File: src/rtl/keypad_scanner_if.sv
// rtl/keypad_scanner_if.sv - keypad pin and debounced key bundle for keypad_scanner
interface keypad_scanner_if;
  logic [3:0] Rows;
  logic [3:0] Columns;
  logic [3:0] KeyCode;
  logic       KeyValid;
  logic       KeyHeld;

  modport master (
    input  Rows,
    output Columns,
    output KeyCode,
    output KeyValid,
    output KeyHeld
  );

  modport slave (
    output Rows,
    input  Columns,
    input  KeyCode,
    input  KeyValid,
    input  KeyHeld
  );
endinterface

File: src/rtl/keypad_scanner.sv
// rtl/keypad_scanner.sv - 4x4 matrix keypad scanner with whole-scan debounce
// One column is driven low per step; rows are sampled at the end of each step.
module keypad_scanner #(
  parameter int Divider       = 10000,
  parameter int NumberOfBits  = 14,
  parameter int DebounceScans = 3
) (
  input  logic              CLOCK,
  input  logic              Reset,
  keypad_scanner_if.master  bus
);

  localparam logic [NumberOfBits-1:0] DIV_END = NumberOfBits'(Divider);
  localparam logic [NumberOfBits-1:0] CNT_ONE = NumberOfBits'(1);
  localparam int                      SW      = $clog2(DebounceScans + 1);
  localparam logic [SW-1:0]           STABLE_DONE = SW'(DebounceScans);
  localparam logic [SW-1:0]           STABLE_ONE  = SW'(1);

  localparam logic [1:0] S_IDLE    = 2'd0;
  localparam logic [1:0] S_PRESS   = 2'd1;
  localparam logic [1:0] S_HELD    = 2'd2;
  localparam logic [1:0] S_RELEASE = 2'd3;

  logic [NumberOfBits-1:0] count;
  logic                    tick;
  logic                    end_of_scan;
  logic [1:0]              col;
  logic [3:0]              rows_meta;
  logic [3:0]              rows_sync;

  logic [3:0] row_low;
  logic       sample_none;
  logic       sample_single;
  logic [1:0] sample_row;

  logic       acc_key;
  logic       acc_bad;
  logic [3:0] acc_code;
  logic       base_key;
  logic       base_bad;
  logic [3:0] base_code;
  logic       scan_key;
  logic       scan_bad;
  logic [3:0] scan_code;
  logic       scan_is_none;
  logic       scan_is_key;

  logic [1:0]    state;
  logic [SW-1:0] stable;
  logic [SW-1:0] stable_next;
  logic [3:0]    candidate;
  logic [3:0]    key_code;
  logic          key_valid;

  assign tick        = (count == DIV_END);
  assign end_of_scan = tick && (col == 2'd3);
  assign stable_next = stable + STABLE_ONE;

  always_ff @(posedge CLOCK or negedge Reset) begin
    if (!Reset) begin
      count <= '0;
      col   <= 2'd0;
    end else if (tick) begin
      count <= '0;
      col   <= col + 2'd1;
    end else begin
      count <= count + CNT_ONE;
    end
  end

  always_ff @(posedge CLOCK or negedge Reset) begin
    if (!Reset) begin
      rows_meta <= 4'b1111;
      rows_sync <= 4'b1111;
    end else begin
      rows_meta <= bus.Rows;
      rows_sync <= rows_meta;
    end
  end

  always_comb begin
    row_low       = ~rows_sync;
    sample_none   = (row_low == 4'd0);
    sample_single = !sample_none && ((row_low & (row_low - 4'd1)) == 4'd0);
    sample_row    = 2'd0;
    case (row_low)
      4'b0001: sample_row = 2'd0;
      4'b0010: sample_row = 2'd1;
      4'b0100: sample_row = 2'd2;
      4'b1000: sample_row = 2'd3;
      default: sample_row = 2'd0;
    endcase
  end

  // Column 0 starts a fresh scan, so the accumulator is ignored there.
  always_comb begin
    base_key  = (col == 2'd0) ? 1'b0 : acc_key;
    base_bad  = (col == 2'd0) ? 1'b0 : acc_bad;
    base_code = (col == 2'd0) ? 4'd0 : acc_code;
    scan_key  = base_key | sample_single;
    scan_bad  = base_bad | (!sample_none && !sample_single) | (sample_single && base_key);
    scan_code = sample_single ? {col, sample_row} : base_code;
    scan_is_none = !scan_key && !scan_bad;
    scan_is_key  = scan_key && !scan_bad;
  end

  always_ff @(posedge CLOCK or negedge Reset) begin
    if (!Reset) begin
      acc_key  <= 1'b0;
      acc_bad  <= 1'b0;
      acc_code <= 4'd0;
    end else if (tick) begin
      acc_key  <= scan_key;
      acc_bad  <= scan_bad;
      acc_code <= scan_code;
    end
  end

  always_ff @(posedge CLOCK or negedge Reset) begin
    if (!Reset) begin
      state     <= S_IDLE;
      stable    <= '0;
      candidate <= 4'd0;
      key_code  <= 4'd0;
      key_valid <= 1'b0;
    end else begin
      key_valid <= 1'b0;
      if (end_of_scan) begin
        case (state)
          S_IDLE: begin
            if (scan_is_key) begin
              state     <= S_PRESS;
              candidate <= scan_code;
              stable    <= STABLE_ONE;
            end
          end
          S_PRESS: begin
            if (scan_is_key && (scan_code == candidate)) begin
              if (stable_next == STABLE_DONE) begin
                state     <= S_HELD;
                stable    <= '0;
                key_code  <= candidate;
                key_valid <= 1'b1;
              end else begin
                stable <= stable_next;
              end
            end else if (scan_is_key) begin
              candidate <= scan_code;
              stable    <= STABLE_ONE;
            end else begin
              state  <= S_IDLE;
              stable <= '0;
            end
          end
          // No rollover: any non-empty scan keeps the accepted key held.
          S_HELD: begin
            if (scan_is_none) begin
              state  <= S_RELEASE;
              stable <= STABLE_ONE;
            end
          end
          S_RELEASE: begin
            if (scan_is_none) begin
              if (stable_next == STABLE_DONE) begin
                state  <= S_IDLE;
                stable <= '0;
              end else begin
                stable <= stable_next;
              end
            end else begin
              state  <= S_HELD;
              stable <= '0;
            end
          end
          default: begin
            state  <= S_IDLE;
            stable <= '0;
          end
        endcase
      end
    end
  end

  always_comb begin
    case (col)
      2'd0:    bus.Columns = 4'b1110;
      2'd1:    bus.Columns = 4'b1101;
      2'd2:    bus.Columns = 4'b1011;
      default: bus.Columns = 4'b0111;
    endcase
  end

  assign bus.KeyCode  = key_code;
  assign bus.KeyValid = key_valid;
  assign bus.KeyHeld  = (state == S_HELD) || (state == S_RELEASE);

endmodule

File: src/flat_wrapper.sv
// flat-port wrapper written by rule: the top's interface ports become plain ports
module keypad_scanner_flat 
#(
  parameter int Divider       = 10000,
  parameter int NumberOfBits  = 14,
  parameter int DebounceScans = 3
)
  (CLOCK, Reset, bus_Rows, bus_Columns, bus_KeyCode, bus_KeyValid, bus_KeyHeld);
  keypad_scanner_if bus_i ();
  input  logic CLOCK;
  input  logic Reset;
  input wire logic [$bits(bus_i.Rows)-1:0] bus_Rows;
  output wire logic [$bits(bus_i.Columns)-1:0] bus_Columns;
  output wire logic [$bits(bus_i.KeyCode)-1:0] bus_KeyCode;
  output wire logic [$bits(bus_i.KeyValid)-1:0] bus_KeyValid;
  output wire logic [$bits(bus_i.KeyHeld)-1:0] bus_KeyHeld;
  assign bus_i.Rows = bus_Rows;
  assign bus_Columns = bus_i.Columns;
  assign bus_KeyCode = bus_i.KeyCode;
  assign bus_KeyValid = bus_i.KeyValid;
  assign bus_KeyHeld = bus_i.KeyHeld;
  keypad_scanner #(.Divider(Divider), .NumberOfBits(NumberOfBits), .DebounceScans(DebounceScans)) u_core (.CLOCK(CLOCK), .Reset(Reset), .bus(bus_i));
endmodule
File: config.mk
export PLATFORM = sky130hd
export DESIGN_NAME = keypad_scanner_flat
export DESIGN_NICKNAME = d
export VERILOG_FILES = /design/src/rtl/keypad_scanner_if.sv /design/src/rtl/keypad_scanner.sv /design/src/flat_wrapper.sv
export SDC_FILE = /design/constraint.sdc
export NUM_CORES = 1
export LEC_CHECK = 0
export ABC_AREA = 1
export BUFFER_PORTS_ARGS = -buffer_cell sky130_fd_sc_hd__buf_2
export CAP_MARGIN = 20
export CORE_ASPECT_RATIO = 2
export CORE_UTILIZATION = 40
export DETAILED_ROUTE_END_ITERATION = 7
export GPL_ROUTABILITY_DRIVEN = 0
export HOLD_SLACK_MARGIN = 0.06
export PLACE_DENSITY = 0.63
export SLEW_MARGIN = 20
export SYNTH_ARGS = -nofsm -noshare
export SYNTH_HDL_FRONTEND = slang
export SYNTH_SLANG_ARGS = --single-unit
File: constraint.sdc
create_clock -name CLOCK -period 4.26 [get_ports CLOCK]
set_input_delay 0.639 -clock CLOCK [delete_from_list [all_inputs] [get_ports CLOCK]]
set_output_delay 0.639 -clock CLOCK [all_outputs]
set_load 0.01 [all_outputs]
# Yosys cells after proc, flatten, opt, wreduce, memory -nomap -nowiden
# Cells that the tools add are included.
[word_totals]
register_bits = 43
out_inout_bits = 10
wordCells = 88
[op_classes]
n_addsub = 4
eq_ne = 18
n_mux = 28
n_bitwise = 5
reduce_logical = 21
[ops]
columns = ["cell", "n"]
rows = [
  ["2-to-1 mux 2 bit", 11],
  ["2-to-1 mux 4 bit", 4],
  ["case mux 2 bit (4 select lines)", 2],
  ["adder 14 x 1 -> 14 bit, second input constant", 1],
  ["equality test 14 bit, second input constant", 1],
  ["2-to-1 mux 14 bit", 1],
  ["case mux 4 bit (3 select lines)", 1],
  ["equality test 2 bit, second input constant", 5],
  ["!= test 3 bit, second input constant", 3],
  ["zero test 4 bit", 2],
  ["case mux 4 bit (2 select lines)", 1],
  ["logical AND 1 bit", 7],
  ["2-to-1 mux 1 bit", 7],
  ["case mux 2 bit (3 select lines)", 1],
  ["AND reduction 3 bit", 2],
  ["AND reduction 6 bit", 1],
  ["adder 2 x 1 -> 2 bit, second input constant", 2],
  ["AND 4 bit", 1],
  ["equality test 2 x 1 -> 1 bit, second input constant", 2],
  ["equality test 4 x 2 -> 1 bit, second input constant", 1],
  ["equality test 4 x 3 -> 1 bit, second input constant", 1],
  ["equality test 4 bit", 1],
  ["equality test 4 bit, second input constant", 1],
  ["zero test 1 bit", 4],
  ["9 further kinds", 13],
]

# Logic depth before layout (Yosys ltp)
[depth]
word_depth = 15
depth_mapped = 16

# Least setup slack after synthesis
# Ideal clock, no wire load.
[synth_timing]
path_kind = "register to register"
start = "register u_core.col[0]"
end = "register u_core.key_code[0], in the netlist u_core.bus.KeyCode[0]"
t_arrival_ns = 1.670
required_time_ns = 4.139
path_slack_ns = 2.469
path_stages_with_launch = 14
n_path_buf = 0
period_less_slack_ns = 1.791
cell_sequence = "dfrtp_1 > inv_1 > ha_1 > inv_1 > nand2_1 > nand3_2 > nor2_2 > nand3_2 > nor2_4 > nand2_4 > nor2_8 > nand3_4 > nand2_1 > o21ai_1"
[synth_between]
elab_chain_cells = 8
[synth_lines]
columns = ["item", "line", "source"]
rows = [
  ["start, declared", "keypad_scanner.sv:27", "logic [1:0] col;"],
  ["start signal, assigned", "keypad_scanner.sv:65", "col <= col + 2'd1;"],
  ["zero test 2 bit", "keypad_scanner.sv:97, keypad_scanner.sv:98, keypad_scanner.sv:99", ""],
  ["2-to-1 mux 1 bit (on tied branches)", "keypad_scanner.sv:98, keypad_scanner.sv:97", ""],
  ["bitwise OR 1 bit or logical AND 1 bit (tied branches)", "keypad_scanner.sv:101", "scan_bad = base_bad | (!sample_none && !sample_single) | (sample_single && base_key);"],
  ["bitwise OR 1 bit", "keypad_scanner.sv:101", ""],
  ["zero test 1 bit", "keypad_scanner.sv:104", "scan_is_key = scan_key && !scan_bad;"],
  ["logical AND 1 bit", "keypad_scanner.sv:104", ""],
  ["logical AND 1 bit", "keypad_scanner.sv:138", "if (scan_is_key && (scan_code == candidate)) begin"],
  ["AND reduction 4 bit (no source line) *", "--", ""],
  ["end signal, assigned", "keypad_scanner.sv:142", "key_code <= candidate;"],
  ["end, declared", "keypad_scanner.sv:52", "logic [3:0] key_code;"],
]
# Mark *: on every way between the ends. The rest lies on a longest branch, timed or not.
# A chain may end at the register's enable or synchronous reset.

# Worst setup path after layout
[layout_timing]
start = "register u_core.count[0]"
end = "register u_core.stable[0]"
[layout_between]
elab_chain_cells = 3
[layout_lines]
columns = ["item", "line", "source"]
rows = [
  ["start, declared", "keypad_scanner.sv:24", "logic [NumberOfBits-1:0] count;"],
  ["start signal, assigned", "keypad_scanner.sv:67", "count <= count + CNT_ONE;"],
  ["equality test 14 bit", "keypad_scanner.sv:55", "assign tick = (count == DIV_END);"],
  ["logical AND 1 bit", "keypad_scanner.sv:56", "assign end_of_scan = tick && (col == 2'd3);"],
  ["AND reduction 3 bit (no source line)", "--", ""],
  ["end signal, assigned", "keypad_scanner.sv:145", "stable <= stable_next;"],
  ["end signal, assigned", "keypad_scanner.sv:168", "stable <= stable_next;"],
  ["end, declared", "keypad_scanner.sv:49", "logic [SW-1:0] stable;"],
]
# Every way passes these cells.

==> impl_metrics.csv <==
group,metric,value,unit
cells_and_area,final_cell_mix,"63 x nand2_1, 51 x inv_1, 35 x dfrtp_1",
sta,rsz0062_at_grt,"no",
sta,max_freq,489,MHz
power,p_sw,0.000192,W
critical_path,cp-startpoint,"u_core.count[0]",
grt,grt_pass1_vias,1902,
sta,finalCritPeriodShare,0.480,
power,p_total,0.000958,W
power,combinationalPowerShare,0.051,
cells_and_area,layout_commonest_cell,"nand2_1",
status,status,"finished, violations left",
sta,skew,0.00425,ns
critical_path,cp_slowest_stage_delay,0.39,ns
clock_network,cts_tree,"built",
power,pwr-share-clk,0.513,
floorplan,die_area,6410,um2
clock_network,root_buffer,"clkbuf_16",
grt,antenna_found_initial,0,
placed_design,place_area,2570,um2
sta,timing.final.crit_period,2.04,ns
cells_and_area,antenna_cells,0,
sta,hold_viol,0,
synth,synth_cells,291,
sta,setup_viol,0,
floorplan,die_h,112,um
grt,grt_max_degree,44,
power,intPower,0.000766,W
power,pwr-share-seq,0.436,
clock_network,hold_buffers,0,
clock_network,numCtsBuffers,5,
placed_design,portBuffers,15,
clock_network,clockBufferDepth,2,
power,ir_worst_vdd,0.000242,V
critical_path,critPathSlowestCell,"dfrtp_1",
power,switching_share,0.201,
synth,synth-seq-area-share,0.447,
critical_path,worstSetupPathType,"reg2reg",
sta,slew-limit-headroom,0.652,
grt,grt_usage,0.185,
critical_path,r2r_start,"u_core.count[0]",
sta,maxSlewViolCount,0,
floorplan,ios,16,
status,violations,"DRC",
cells_and_area,areaGrowthSynthToFinish,14.5,%
route,viasPerCell,5.01,
cells_and_area,layout-drive-gt1-share,0.243,
run,cap_violations,0,
route,drt_iter0_drc,70,
cells_and_area,nNetsFinal,325,
sta,hold_slack,0.242,ns
clock_network,postCtsSetupRepairBufs,0,
cells_and_area,nFillCells,572,
critical_path,critPathMaxFanout,8,
critical_path,endpoint_kind,"register",
route,drc,2,
cells_and_area,fin_util,0.479,
route,routed_wl,5060,um
synth,ys_top_cells_by_area,"dfrtp_1 36%, nand2_1 9.7%, dfstp_2 8.6%",
critical_path,cp.required,4.43,ns
critical_path,cp_cell_sequence,"inv_1 > ha_1 > nand4_2 > nor3_4 > inv_4 > nor2_8 > nand2_4 > nor2_4 > o21ai_2 > nor2_1 > a21boi_0",
clock_network,clkTransAtPathRegs,0.06,ns
floorplan,rows,39,
sta,tns,0,ns
synth,syn_avg_cell_area,8.35,um2
clock_network,cts_htree_levels,2,
placed_design,hpwl,3920,um
sta,tightest_slew,0.521,ns
synth,yosys.area.top_type,"dfrtp_1",
route,route.vias.total,1874,
synth,synth_nets,304,
grt,grt_remaining_overflow,0,
floorplan,die_x,57.1,um
synth,synth_top_area_frac,0.360,
floorplan,initial_core_util,0.419,
synth,synth.cell_area,2430,um2
worst_hold_path,hp-class,"in2async",
clock_network,worstSkewPairLatency,0.29,ns
clock_network,cts_resized,0,
grt,grt_pass1_wl,8870,um
clock_network,cts_sinks,43,
route,firstDrtPassIters,6,
route,wl_per_cell,13.5,um
power,total_leakage_power,1.42,nW
synth,synth_seq_cells,43,
critical_path,r2r_slack,2.22,ns
critical_path,startpoint_type,"register",
route,drtAntennaViolNets,0,
floorplan,core_region_area,5810,um2
critical_path,crit_arrival,2.21,ns
synth,synth_cell_types,35,
power,power.density,344,nW/um2
synth,ys_warn_count,0,
cells_and_area,fin_area,2780,um2
==> per-stage QoR <==
| stage | std cells | setup slack [ns] |
|---|---|---|
| global placement | 365 | 2.18 |
| global route | 374 | 1.98 |
| CTS | 373 | 2.18 |
| detailed placement | 365 | 2.19 |
| finish | 374 | 2.22 |
| floorplan | 291 | 2.47 |
==> worst paths after layout <==
| path | depth (start not counted) | end |
|---|---|---|
| max in group asynchronous | 2 | u_core.count[12] |
| worst max register to register | 11 | u_core.stable[0] |
| min in group CLOCK | 0 | u_core.rows_sync[2] |
| worst max-delay path | 11 | u_core.stable[0] |
| worst min-delay path | 1 | u_core.col[0] |
| worst min register to register | 0 | u_core.rows_sync[2] |
==> area by class of cell <==
type	count	area, um2	area share
clock buffer	6	129	0.0463
clock inverter	2	60.1	0.0216
inverter	56	213	0.0764
multi-input combinational	190	1120	0.404
sequential	43	1090	0.390
tap	61	76.3	0.0274
timing repair buffer	16	95.1	0.0342
==> power groups by stage <==
| stage | Clock (W) | Sequential [W] | Combinational (W) |
|---|---|---|---|
| after floorplan | 0 | 0.000425 | 0.0000307 |
| after global placement | 0 | 0.000425 | 0.0000475 |
| after detailed placement | 0 | 0.000425 | 0.0000480 |
| after CTS | 0.000507 | 0.000418 | 0.0000482 |
| after global routing | 0.000521 | 0.000418 | 0.0000557 |
| final | 0.000492 | 0.000418 | 0.0000486 |
==> cell families after synthesis <==
logic type | after synthesis | share of synthesized area
adders and majority gates | 7 | 0.0360
AOI/OAI and AO/OA | 33 | 0.0803
buffers and inverters | 58 | 0.0906
and+or+nand+nor | 147 | 0.336
DFF | 43 | 0.447
xor gates and xnor gates | 3 | 0.0108
==> layer usage <==
layer,global-route usage,part of all wire
met1,0.187,0.35
met2,0.342,0.58
met3,0.0311,0.031
met4,0.109,0.040
met5,0,0
==> state kept, by name, indices dropped and copies added, names as in the netlist, 2 cells and up <==
signal and count:
u_core.acc_code 4, u_core.bus.KeyCode 4, u_core.stable 2, u_core.candidate 4, u_core.count 14, u_core.rows_sync 4, u_core.col 2, u_core.state 2
u_core.rows_meta 4
==> critical path, delay by kind of cell, from the launching register on <==
kind	cells	cell delay [ns]
adder cells (fa/ha/maj)	1	0.24
buffers and inverters	2	0.21
AO/OA/AOI/OAI	2	0.16
flip-flops	1	0.39
AND/OR/NAND/NOR	6	0.93
==> synth_stat cells, drive strengths merged <==
cell,instances
nor3b,1
inv,56
nor3,6
a211oi,2
dfrtp,35
a21boi,1
nor4,2
nand2,82
o21ai,24
a221oi,1
a21oi,5
xor2,3
nor2,28
dfstp,8
nand3,20
nand4,8
ha,7
clkbuf,2
No activity file was read; power rests on OpenSTA's default activity.
